## src/rtl/spi_master.sv

```systemverilog
`default_nettype none
// ============================================================================
// Module      : spi_master
// Description : Single-byte SPI master, modes 0-3, MSB first, programmable
//               SPI clock rate. Define SPI_MASTER_CS_CTRL_EN to add internal
//               multi-byte chip-select control (i_TX_Count / o_SPI_CS_n).
// Revision    : 1.0 - initial release
// ============================================================================
module spi_master #(
    parameter int SPI_MODE          = 0,
    parameter int CLKS_PER_HALF_BIT = 2,
    parameter int CS_INACTIVE_CLKS  = 1
) (
    input  logic       i_Clk,
    input  logic       i_Rst_L,
    input  logic       i_TX_DV,
    input  logic [7:0] i_TX_Byte,
    output logic       o_TX_Ready,
    output logic       o_RX_DV,
    output logic [7:0] o_RX_Byte,
    output logic       o_SPI_Clk,
    input  logic       i_SPI_MISO,
    output logic       o_SPI_MOSI
`ifdef SPI_MASTER_CS_CTRL_EN
    ,
    input  logic [1:0] i_TX_Count,
    output logic       o_SPI_CS_n
`endif
);

    localparam logic c_CPOL = (SPI_MODE == 2) || (SPI_MODE == 3);
    localparam logic c_CPHA = (SPI_MODE == 1) || (SPI_MODE == 3);
    localparam int   c_CNT_W = $clog2(CLKS_PER_HALF_BIT);
    localparam logic [c_CNT_W-1:0] c_HALF_LAST = c_CNT_W'(CLKS_PER_HALF_BIT - 1);

    if (CLKS_PER_HALF_BIT < 2 || CS_INACTIVE_CLKS < 0) begin : g_param_check
        $error("spi_master: CLKS_PER_HALF_BIT must be >= 2 and CS_INACTIVE_CLKS >= 0");
    end

`ifdef SPI_MASTER_CS_CTRL_EN
    localparam int c_GAP_W = $clog2(CS_INACTIVE_CLKS + 1) + 1;
    localparam logic [c_GAP_W-1:0] c_GAP_LAST = c_GAP_W'(CS_INACTIVE_CLKS);

    typedef enum logic [1:0] {
        IDLE        = 2'd0,
        TRANSFER    = 2'd1,
        CS_HOLD     = 2'd2,
        CS_INACTIVE = 2'd3
    } state_t;

    logic [1:0]         r_bytes_left;
    logic [c_GAP_W-1:0] r_gap_cnt;
`else
    typedef enum logic [1:0] {
        IDLE     = 2'd0,
        TRANSFER = 2'd1
    } state_t;
`endif

    state_t             r_state;
    logic [c_CNT_W-1:0] r_clk_cnt;
    logic [4:0]         r_edge_cnt;
    logic [7:0]         r_tx_byte;
    logic [2:0]         r_tx_bit;
    logic [7:0]         r_rx_shift;

    logic       w_edge;
    logic       w_leading;
    logic       w_sample;
    logic       w_shift;
    logic       w_last;
    logic       w_accept;
    logic [7:0] w_rx_next;

    // r_edge_cnt counts edges still to come: even values are leading edges.
    assign w_edge    = (r_state == TRANSFER) && (r_clk_cnt == c_HALF_LAST);
    assign w_leading = ~r_edge_cnt[0];
    assign w_sample  = w_edge && (c_CPHA ? ~w_leading : w_leading);
    assign w_shift   = w_edge && (c_CPHA ? w_leading : ~w_leading) && (r_edge_cnt != 5'd1);
    assign w_last    = w_edge && (r_edge_cnt == 5'd1);
    assign w_accept  = o_TX_Ready && i_TX_DV;
    assign w_rx_next = w_sample ? {r_rx_shift[6:0], i_SPI_MISO} : r_rx_shift;

    always_ff @(posedge i_Clk or negedge i_Rst_L) begin
        if (!i_Rst_L) begin
            r_state      <= IDLE;
            r_clk_cnt    <= '0;
            r_edge_cnt   <= '0;
            r_tx_byte    <= '0;
            r_tx_bit     <= '0;
            r_rx_shift   <= '0;
            o_TX_Ready   <= 1'b0;
            o_RX_DV      <= 1'b0;
            o_RX_Byte    <= '0;
            o_SPI_Clk    <= c_CPOL;
            o_SPI_MOSI   <= 1'b0;
`ifdef SPI_MASTER_CS_CTRL_EN
            o_SPI_CS_n   <= 1'b1;
            r_bytes_left <= '0;
            r_gap_cnt    <= '0;
`endif
        end else begin
            o_RX_DV <= 1'b0;

            case (r_state)
                IDLE: begin
                    o_TX_Ready <= 1'b1;
                end

                TRANSFER: begin
                    if (w_edge) begin
                        r_clk_cnt  <= '0;
                        o_SPI_Clk  <= ~o_SPI_Clk;
                        r_edge_cnt <= r_edge_cnt - 5'd1;
                    end else begin
                        r_clk_cnt  <= r_clk_cnt + c_CNT_W'(1);
                    end

                    if (w_sample) begin
                        r_rx_shift <= w_rx_next;
                    end

                    if (w_shift) begin
                        o_SPI_MOSI <= r_tx_byte[r_tx_bit];
                        r_tx_bit   <= r_tx_bit - 3'd1;
                    end

                    if (w_last) begin
                        o_RX_DV   <= 1'b1;
                        o_RX_Byte <= w_rx_next;
`ifdef SPI_MASTER_CS_CTRL_EN
                        r_bytes_left <= r_bytes_left - 2'd1;
                        if (r_bytes_left == 2'd1) begin
                            r_state    <= CS_INACTIVE;
                            o_SPI_CS_n <= 1'b1;
                            r_gap_cnt  <= c_GAP_W'(1);
                        end else begin
                            r_state    <= CS_HOLD;
                            o_TX_Ready <= 1'b1;
                        end
`else
                        r_state    <= IDLE;
                        o_TX_Ready <= 1'b1;
`endif
                    end
                end

`ifdef SPI_MASTER_CS_CTRL_EN
                CS_HOLD: begin
                    o_TX_Ready <= 1'b1;
                end

                CS_INACTIVE: begin
                    if (r_gap_cnt >= c_GAP_LAST) begin
                        r_state    <= IDLE;
                        o_TX_Ready <= 1'b1;
                    end else begin
                        r_gap_cnt  <= r_gap_cnt + c_GAP_W'(1);
                    end
                end
`endif

                default: begin
                    r_state <= IDLE;
                end
            endcase

            // Acceptance overrides the per-state defaults above.
            if (w_accept) begin
                r_state    <= TRANSFER;
                o_TX_Ready <= 1'b0;
                r_tx_byte  <= i_TX_Byte;
                r_clk_cnt  <= '0;
                r_edge_cnt <= 5'd16;
                if (c_CPHA) begin
                    r_tx_bit   <= 3'd7;
                end else begin
                    o_SPI_MOSI <= i_TX_Byte[7];
                    r_tx_bit   <= 3'd6;
                end
`ifdef SPI_MASTER_CS_CTRL_EN
                o_SPI_CS_n <= 1'b0;
                if (r_state == IDLE) begin
                    r_bytes_left <= (i_TX_Count == 2'd0) ? 2'd1 : i_TX_Count;
                end
`endif
            end
        end
    end

endmodule
`default_nettype wire

```

## config.mk

```make
export PLATFORM = sky130hd
export DESIGN_NAME = spi_master
export DESIGN_NICKNAME = d
export VERILOG_FILES = /design/src/rtl/spi_master.sv
export SDC_FILE = /design/constraint.sdc
export NUM_CORES = 1
export LEC_CHECK = 0
export CAP_MARGIN = 25
export CORE_ASPECT_RATIO = 2
export CORE_MARGIN = 2
export CORE_UTILIZATION = 30
export DETAILED_ROUTE_END_ITERATION = 10
export HOLD_SLACK_MARGIN = 0.08
export RECOVER_POWER = 100
export SLEW_MARGIN = 25
export SYNTH_ARGS = -nofsm -noshare
export SYNTH_HDL_FRONTEND = slang
export SYNTH_SLANG_ARGS = --single-unit
```

## constraint.sdc

```tcl
create_clock -name i_Clk -period 2.4 [get_ports i_Clk]
set_input_delay 0.24 -clock i_Clk [delete_from_list [all_inputs] [get_ports i_Clk]]
set_output_delay 0.24 -clock i_Clk [all_outputs]
set_load 0.005 [all_outputs]
```

==> run_results.csv <==
group,metric,value,unit
power,pwr-share-comb,0.032,
power,p_clk_frac,0.429,
min_path,hold_path_class,"in -> reg",
logic_synthesis,synth_top_flop_cell,"dfrtp_1",
logic_synthesis,async_reset_ff_frac,1.00,
logic_synthesis,yosysMostFrequentCell,"dfrtp_1",
sta,slew_viol_final,0,
min_path,hp-start,"i_TX_Byte[0]",
sta,finalHoldViolCount,0,
die,chipHeight,108,um
clock_tree,clk_latency,0.29,ns
finish,syn_to_final_growth,22.5,%
die,die_area,0.00601,sq mm
sta,rsz0062_at_grt,"no",
logic_synthesis,synth_common_cells,"dfrtp_1, nand2_1, mux2_2, mux2_4",
drt,drc,0,
clock_tree,numCtsBuffers,5,
power,leakage,0.955,nW
power,vdd_ir_drop_max,0.000456,V
sta,slew-limit-headroom,0.393,
clock_tree,cts_root_buf,"clkbuf_8",
min_path,min_to,"r_tx_byte[0]",
setup_path,reg2reg_to,"o_RX_Byte[7]",
drt,vias,1031,
die,boundaryPins,24,
global_routing,antenna_found_initial,0,
drt,avgRoutedWirePerCell,13.5,um
sta,final.setup_skew,0.00946,ns
global_routing,track_usage,0.113,
setup_path,worstPathArrival,2.19,ns
setup_path,critPathCaptureType,"flop",
clock_tree,cts_setup_buffers,0,
die,die_x,55.8,um
clock_tree,path_clk_slew,0.07,ns
logic_synthesis,syn_inst,132,
setup_path,reg2regPathDepth,5,
clock_tree,cts-resized-gates,0,
sta,layout_min_cycle_time,2.02,ns
clock_tree,htreeDepth,2,
setup_path,r2r_slack,0.38,ns
place,place_area,0.00191,sq mm
sta,fin_setup_tns,0,ns
sta,worst_pin_slew,0.911,ns
logic_synthesis,ys.warnings.count,0,
status,status,"finished, final reports clean",
min_path,holdPathStages,3,
logic_synthesis,yosys-top-cells-area,"dfrtp_1, mux2_4, nand2_1, mux2_2, ha_1",
sta,fmax,495,MHz
die,rows,37,
drt,drt_first_pass_iters,4,
power,swShare,0.191,
logic_synthesis,synth.distinct_cells,28,
place,place_congestion,0.744,
logic_synthesis,synth_top_cell_by_area,"dfrtp_1",
place,dpl.hpwl,2.19,mm
setup_path,worstSetupPathType,"reg -> reg",
clock_tree,clk_path_buf_depth,2,
clock_tree,cts_tree,"yes",
logic_synthesis,yosysSeqAreaShare,0.591,
sta,final-setup-viol-count,0,
logic_synthesis,synth_edf_count,0,
setup_path,critPathLaunchType,"flop",
logic_synthesis,ys_seq_elements,38,
logic_synthesis,yosys.area.top_type_share,0.591,
power,power.switching,0.231,mW
power,power_density,614,mW/mm^2
setup_path,crit_fanout,10,
finish,nets,175,
clock_tree,cts_hold_buf,0,
setup_path,timing.rr.start,"r_edge_cnt[1]",
power,internal_power,0.980,mW
finish,drive_gt1_frac,0.0745,
setup_path,worstPathRequired,2.57,ns
drt,drt-vias-per-instance,4.71,
drt,finalWirelength,2.96,mm
place,io_buffers,23,
finish,fill_cells,509,
finish,diodes,0,
finish,final_cell_area,0.00197,sq mm
logic_synthesis,avgSynthCellArea,12.2,sq um
flow_run,drv_cap,0,
drt,drt-initial-drc-count,5,
power,power.share.sequential,0.538,
global_routing,grt.overflow.total,0,
drt,ant_nets,0,
logic_synthesis,netlist_area,0.00161,sq mm
die,fp.coreArea,0.00514,sq mm
global_routing,grt_max_degree,39,
sta,final.period_utilization,0.842,
global_routing,grt_pass1_vias,1146,
logic_synthesis,synth_fp_nets,147,
die,start_util,0.313,
clock_tree,cts.sinks,38,
global_routing,grt_pass1_wl,5.28,mm
==> state kept, by name, indices dropped and copies added (netlist names) <==
register / cells
r_edge_cnt: 5
r_tx_bit: 3
r_rx_shift: 8
r_state: 1
o_SPI_MOSI: 1
r_tx_byte: 8
o_RX_Byte: 8
r_clk_cnt: 1
o_RX_DV: 1
o_SPI_Clk: 1
o_TX_Ready: 1
==> metal layers <==
metal,part of all wire,global-route usage,vias up
li1,-,-,496
met5,0,0,-
met1,0.39,0.131,508
met4,0.019,0.0470,0
met3,0.040,0.0264,6
met2,0.55,0.196,21
==> cells by family after synthesis <==
| family | share of synthesized area |
|---|---|
| and+or+nand+nor | 0.139 |
| DFF | 0.591 |
| AOI/OAI and AO/OA | 0.0319 |
| adders and majority gates | 0.0233 |
| buffers and inverters | 0.0256 |
| muxes | 0.157 |
| xor gates and xnor gates | 0.0326 |
==> cell usage in the layout, fill, tap and decap left out, drive strengths merged, types with 3 or more instances in the layout <==
master / n
dfrtp: 38
ha: 3
nand2: 32
inv: 5
dlygate4sd3: 14
clkbuf: 9
nor2: 5
xnor2: 4
clkdlybuf4s50: 9
mux2: 16
nand3: 5
==> worst max path at each step <==
stage	startpoint	to	slack [ns]
3_3_place_gp	r_edge_cnt[1]	o_RX_Byte[5]	0.44
6_report	r_edge_cnt[1]	o_RX_Byte[7]	0.38
4_1_cts	r_edge_cnt[1]	o_RX_Byte[2]	0.33
5_1_grt	r_edge_cnt[1]	o_RX_Byte[3]	0.27
3_5_place_dp	r_edge_cnt[1]	o_RX_Byte[7]	0.35
2_1_floorplan	r_edge_cnt[1]	o_RX_Byte[0]	0.61
==> worst max-delay path: stages, from the launching register on <==
cell and delay, ns:
dfrtp_1 0.40, inv_1 0.10, ha_1 0.15, or4b_1 0.47
or2_1 0.41, mux2_1 0.38
==> power by group through the flow <==
stage / logic, mW / clock network (mW) / registers [mW]
6_report: 0.0389 / 0.520 / 0.652
5_1_grt: 0.0445 / 0.558 / 0.652
4_1_cts: 0.0446 / 0.530 / 0.652
3_5_place_dp: 0.0446 / 0 / 0.664
3_3_place_gp: 0.0429 / 0 / 0.664
2_1_floorplan: 0.00900 / 0 / 0.663
==> area by class of cell <==
cell class / instances / area (sq um) / share of cell area
well taps: 58 / 72.6 / 0.0368
inverters: 5 / 18.8 / 0.00952
multi-input cells: 85 / 584 / 0.296
flip-flops and latches: 38 / 951 / 0.482
repair buffers: 25 / 239 / 0.121
clock inverters: 1 / 30.0 / 0.0152
clock buffers: 7 / 76.3 / 0.0387
==> stage by stage <==
stage          hold slack (ns)  worst slack (ns)   util  power (mW)  cells
3_3_place_gp             0.462             0.437  0.371       0.706    211
3_5_place_dp             0.465             0.352  0.371       0.709    211
5_1_grt                  0.507             0.271  0.384        1.25    219
4_1_cts                  0.390             0.326  0.392        1.23    219
2_1_floorplan          -0.0556             0.605      -       0.672    132
6_report                 0.480             0.379  0.384        1.21    219
(Power assumes the default switching activity.)
